===== src/rtl/regfile_mp_pkg.sv =====
// Shared definitions for the multi-port register file: clear-sequencer state
// encodings and the elaboration-time parameter consistency check.
package regfile_mp_pkg;

  typedef enum logic {
    ST_CLEAR = 1'b0,
    ST_RUN   = 1'b1
  } state_t;

  // DEPTH must be a power of two (>= 2) addressed by exactly AW bits.
  function automatic bit aw_ok(int depth, int aw);
    return (depth >= 2) && ((1 << aw) == depth);
  endfunction

endpackage


===== src/rtl/regfile_mp_read_port.sv =====
// One read port: zero-force, write-first bypass and optional output register.
module regfile_mp_read_port
  import regfile_mp_pkg::*;
#(
  parameter int XLEN     = 32,
  parameter int AW       = 5,
  parameter int ZERO_REG = 1,
  parameter int BYPASS   = 1,
  parameter int READ_REG = 0
) (
  input  logic            clk,
  input  logic            rst,
  input  logic            busy,
  input  logic            we,
  input  logic [AW-1:0]   rd,
  input  logic [XLEN-1:0] di,
  input  logic [AW-1:0]   raddr,
  input  logic [XLEN-1:0] arr_data,
  output logic [XLEN-1:0] rdata
);

  logic            is_zero;
  logic [XLEN-1:0] val;
  logic [XLEN-1:0] rdata_q;

  assign is_zero = (ZERO_REG != 0) && (raddr == '0);

  // busy takes priority, so the bypass can only fire while the array is live
  always_comb begin
    val = arr_data;
    if (busy || is_zero) begin
      val = '0;
    end else if ((BYPASS != 0) && we && (rd == raddr)) begin
      val = di;
    end
  end

  always_ff @(posedge clk) begin
    if (rst) begin
      rdata_q <= '0;
    end else begin
      rdata_q <= val;
    end
  end

  assign rdata = (READ_REG != 0) ? rdata_q : val;

endmodule


===== src/rtl/regfile_mp.sv =====
// Parametrised multi-port register file with a post-reset clear sequencer.
// state    | meaning
// ST_CLEAR | sweeping zeros into array[cnt]; writes dropped, reads return 0
// ST_RUN   | normal operation until the next reset
module regfile_mp
  import regfile_mp_pkg::*;
#(
  parameter int XLEN     = 32,
  parameter int DEPTH    = 32,
  parameter int AW       = 5,
  parameter int NR_READ  = 2,
  parameter int ZERO_REG = 1,
  parameter int BYPASS   = 1,
  parameter int READ_REG = 0
) (
  input  logic                    clk,
  input  logic                    rst,
  input  logic                    we,
  input  logic [AW-1:0]           rd,
  input  logic [XLEN-1:0]         di,
  input  logic [NR_READ*AW-1:0]   raddr,
  output logic [NR_READ*XLEN-1:0] rdata,
  output logic                    busy
);

  if (!aw_ok(DEPTH, AW)) begin : g_param_check
    $error("regfile_mp: DEPTH=%0d is not 2**AW (AW=%0d)", DEPTH, AW);
  end

  // Counter is one bit wider than the address so the last index never aliases.
  localparam logic [AW:0] CNT_LAST = (AW+1)'(DEPTH - 1);

  state_t          state;
  logic [AW:0]     cnt;
  logic [XLEN-1:0] mem [DEPTH];

  always_ff @(posedge clk) begin
    if (rst) begin
      state <= ST_CLEAR;
      cnt   <= '0;
    end else if (state == ST_CLEAR) begin
      cnt <= cnt + 1'b1;
      if (cnt == CNT_LAST) begin
        state <= ST_RUN;
      end
    end
  end

  // Storage has no reset; the sweep above is what establishes known contents.
  always_ff @(posedge clk) begin
    if (!rst) begin
      if (state == ST_CLEAR) begin
        mem[cnt[AW-1:0]] <= '0;
      end else if (we && !((ZERO_REG != 0) && (rd == '0))) begin
        mem[rd] <= di;
      end
    end
  end

  assign busy = (state == ST_CLEAR);

  for (genvar p = 0; p < NR_READ; p++) begin : g_rp
    regfile_mp_read_port #(
      .XLEN     (XLEN),
      .AW       (AW),
      .ZERO_REG (ZERO_REG),
      .BYPASS   (BYPASS),
      .READ_REG (READ_REG)
    ) u_rp (
      .clk      (clk),
      .rst      (rst),
      .busy     (busy),
      .we       (we),
      .rd       (rd),
      .di       (di),
      .raddr    (raddr[p*AW +: AW]),
      .arr_data (mem[raddr[p*AW +: AW]]),
      .rdata    (rdata[p*XLEN +: XLEN])
    );
  end

endmodule


===== config.mk =====
export PLATFORM = sky130hd
export DESIGN_NAME = regfile_mp
export DESIGN_NICKNAME = d
export VERILOG_FILES = /design/src/rtl/regfile_mp_pkg.sv /design/src/rtl/regfile_mp_read_port.sv /design/src/rtl/regfile_mp.sv
export SDC_FILE = /design/constraint.sdc
export NUM_CORES = 1
export LEC_CHECK = 0
export CAP_MARGIN = 15
export CORE_MARGIN = 4
export CORE_UTILIZATION = 25
export DETAILED_ROUTE_END_ITERATION = 7
export PLACE_DENSITY = 0.48
export SKIP_CTS_REPAIR_TIMING = 1
export SLEW_MARGIN = 0
export SYNTH_ARGS = -nofsm -noshare
export SYNTH_HDL_FRONTEND = slang
export SYNTH_SLANG_ARGS = --single-unit
export TNS_END_PERCENT = 5

===== constraint.sdc =====
create_clock -name clk -period 9.4 [get_ports clk]
set_input_delay 2.82 -clock clk [delete_from_list [all_inputs] [get_ports clk]]
set_output_delay 2.82 -clock clk [all_outputs]
set_load 0.01 [all_outputs]

==> reports/results.env <==
STATUS='finished, final reports clean'
WORSTSKEWPAIRLATENCY_NS=0.73
ROUTE.MET2.WL_MM=92.0
CRITPATHREQUIREDTIME_NS=6.58
COUNT_OF_ANTENNA_VIOLATING_NETS_LEFT_AFTER_DETAILED_ROUTING=0
SYN-NUM-NETS=2777
NETS=2923
DOMINANTREGCELLSYNTH='edfxtp_1'
YOSYS.AREA.TOP_TYPE_SHARE_PCT=63.2
WORSTSETUPPATHTYPE='in2out'
GLOBAL_ROUTE.USAGE.TOTAL_PCT=17.4
CTS-BUFFERS-INSERTED=107
CLOCK_TREE_FROM_TRITONCTS='done'
DIE_H_MICRONS=449
GRT_MAX_DEGREE=65
WORSTSETUPSTARTPOINTTYPE='input pin'
FP.DIEW_MICRONS=449
DRC=0
VIAS=29422
DETAILEDROUTE.FIRSTPASSITERATIONCOUNT=5
HOLD_VIOL=0
DRT-INITIAL-DRC-COUNT=2809
CP_MAX_STAGE_CELL='clkdlybuf4s50_1'
DPL.HPWL_MM=109
HOLD_PATH.CLASS='reg2reg'
LAYOUT.FILLER_CELLS=18849
FLOORPLAN.INITIALDENSITY_PCT=25.2
SETUP_TOTAL_NEGATIVE_SLACK_NS=0
WORST_SETUP_HOLD_PATH_CLK_SLEW_NS=0.06
CPPEAKSTAGEDELAY_NS=0.56
GRT_ANTENNA_BEFORE_REPAIR=3
YS_WARN_COUNT=0
ASYNC_FLOP_SHARE_PCT=0
SYN_AVG_CELL_AREA_SQ_UM=17.9
CELL_TYPES_OCCUPYING_THE_MOST_AREA_AFTER_SYNTHESIS='edfxtp_1 63%, mux4_2 17%, mux2i_1 6.7%'
POWER.IR.VDD_WORST_mV=0.139
FINAL_SETUP_VIOLATION_COUNT=0
SLEW_HEADROOM_PCT=20.8
MIN_PERIOD_NS=8.80
IO_PINS=115
CTS-ROOT-BUF='clkbuf_16'
SEQUENTIAL_AREA_SHARE_AFTER_SYNTHESIS_PCT=63.5
WL_MM=181
WORSTPATHBUFFERINVERTERCOUNT=3
COREAREA_SQ_UM=193000
SYNTHDOMINANTAREACELLTYPE='edfxtp_1'
GLOBAL_ROUTE.OVERFLOW_TOTAL=0
MET3_ROUTED_WIRELENGTH_MM=8.67
POST_ROUTE_SKEW_NS=0.0251
DRT-WIRELENGTH-PER-CELL_MICRONS=33.0
MAX-CAP-VIOLATIONS=0
PLACEMENT.IO_BUFFERS=114
DRIVE_ABOVE_1_SHARE_PCT=25.8
STATIC-LEAKAGE-POWER_nW=17.4
TIGHTEST_SLEW_NS=1.19
CP_CELL_SEQUENCE='buf_4 -> nor2_4 -> buf_12 -> a221oi_1 -> a21oi_1 -> nor3_1 -> a211o_1 -> clkdlybuf4s50_1'
SYNTH_AREA_SQ_UM=48700
SYNTH_EDF_COUNT=1024
SLEW_VIOLATIONS=0
GPL.FINAL_WEIGHTED_CONGESTION=0.765
CTS_HTREE_LEVELS=3
PLACE_AREA_SQ_UM=53800
M1WIRELENGTH_MM=73.9
YS_FF_LATCH=1031
GRT_FIRST_PASS_WIRELENGTH_MM=250
CELLPOWERDENSITY_nW_PER_UM2=176
TIMING.CRITICAL_PATH.TO_TYPE='output port'
LAYOUT.CELLS.MOST_COMMON_LIST='1024 x edfxtp_1, 358 x mux4_2, 324 x mux2i_1, 117 x buf_4, 111 x clkbuf_16'
YOSYSUNIQUECELLTYPES=50
TOTAL_NUMBER_OF_PLACEMENT_ROWS=161
PERIOD_SHARE_PCT=93.6
LAYOUT-AREA-OVERHEAD-VS-SYNTH_PCT=17.8
ACHIEVABLE-FREQUENCY_GHz=0.114
GRT_PASS1_VIAS=30024
CPLARGESTDELAYFAMILY='buffers and inverters'
RSZ_0062_RAISED_AFTER_GLOBAL_ROUTING='no'
CRITICAL_PATH.MAX_FANOUT=29
LAYOUT.CELLS.MOST_COMMON='edfxtp_1'
ARRIVAL_TIME_OF_THE_WORST_SETUP_PATH_NS=5.98
CLOCK_SINK_COUNT=1031
LAYOUT.CELL_AREA.NON_FILLER_SQ_UM=57400
CLOCK_TREE.BUFFER_DEPTH=3
DIE_AREA_SQ_UM=202000
SYN_INST=2726
AVGVIACOUNTPERCELL=5.36
TOP_LAYER='met4'
[state kept, by name (all words and copies together) (netlist names)]
name and cells:
cnt 6, state 1, mem 1024
[where the power goes]
part           total (mW)  internal (mW)  switching, mW
logic               0.766          0.301          0.465
clock network        4.30           2.43           1.87
registers            5.03           5.01         0.0144
[path summary, 6_finish.rpt]
check | slack, ns | endpoint | start | depth (start not counted)
max | 0.60 | rdata[19] | raddr[2] | 8
max reg2reg | 4.95 | mem[28][13] | state | 7
min | 0.49 | cnt[5] | cnt[5] | 2
min reg2reg | 0.49 | cnt[5] | cnt[5] | 2
[per-stage QoR]
stage | power, mW | utilization [%] | cells | worst slack [ns] | hold slack, ns
floorplan | 5.58 | - | 2726 | 1.97 | 0.454
global placement | 5.89 | 27.9 | 5284 | 0.664 | 0.465
detailed placement | 5.89 | 27.9 | 5286 | 0.672 | 0.482
CTS | 10.2 | 29.7 | 5483 | 0.657 | 0.492
global route | 10.4 | 29.7 | 5486 | 0.604 | 0.540
finish | 10.1 | 29.7 | 5488 | 0.604 | 0.493
[cells by family (layout without fill, tap and decap cells)]
logic type / count (synthesis) / in the layout / share of synthesized area, %
simple gates: 244 / 244 / 2.52
fa+ha+maj: 1 / 1 / 0.0257
buf+inv: 234 / 468 / 2.20
compound gates: 493 / 493 / 7.68
other cells: 0 / 2 / 0
mux: 709 / 709 / 23.9
xor+xnor: 14 / 14 / 0.252
flops: 1031 / 1031 / 63.5
[cell type report]
class                      count  area, sq um  share of cell area (%)
inverter                       6         25.0                  0.0436
antenna                        2         5.00                 0.00873
timing repair buffer         265         2770                    4.83
clock inverter                77          686                    1.20
sequential                  1031        30900                    53.9
multi-input combinational   1461        17000                    29.7
tap                         2526         3160                    5.51
clock buffer                 120         2790                    4.86
[cells in the mapped netlist (29+ instances only)]
master,number
a22o_1,34
a211o_1,31
a22oi_1,65
a32o_1,31
o221ai_1,31
a21oi_1,83
a211oi_1,29
nand2b_1,34
edfxtp_1,1024
mux2i_1,324
clkbuf_1,113
o21ai_0,41
buf_2,77
and2_1,33
nor2_1,39
nand2_1,68
mux4_2,358
o22ai_1,30
nor3_1,40
a221oi_1,94
[worst register-to-register path, cell delays in order (launching register included)]
cell	delay [ns]
dfxtp_1	0.64
inv_2	0.21
a2111oi_4	0.36
buf_4	0.78
mux2i_1	0.39
nand2b_1	0.33
nor2_4	0.87
buf_4	0.51
[per-layer routing]
metal | track usage [%] | vias to the layer above
met5 | 0 | -
met4 | 6.12 | 0
met3 | 1.99 | 228
met2 | 30.6 | 1049
met1 | 22.2 | 16169
li1 | - | 11976
(Power assumes the default switching activity.)
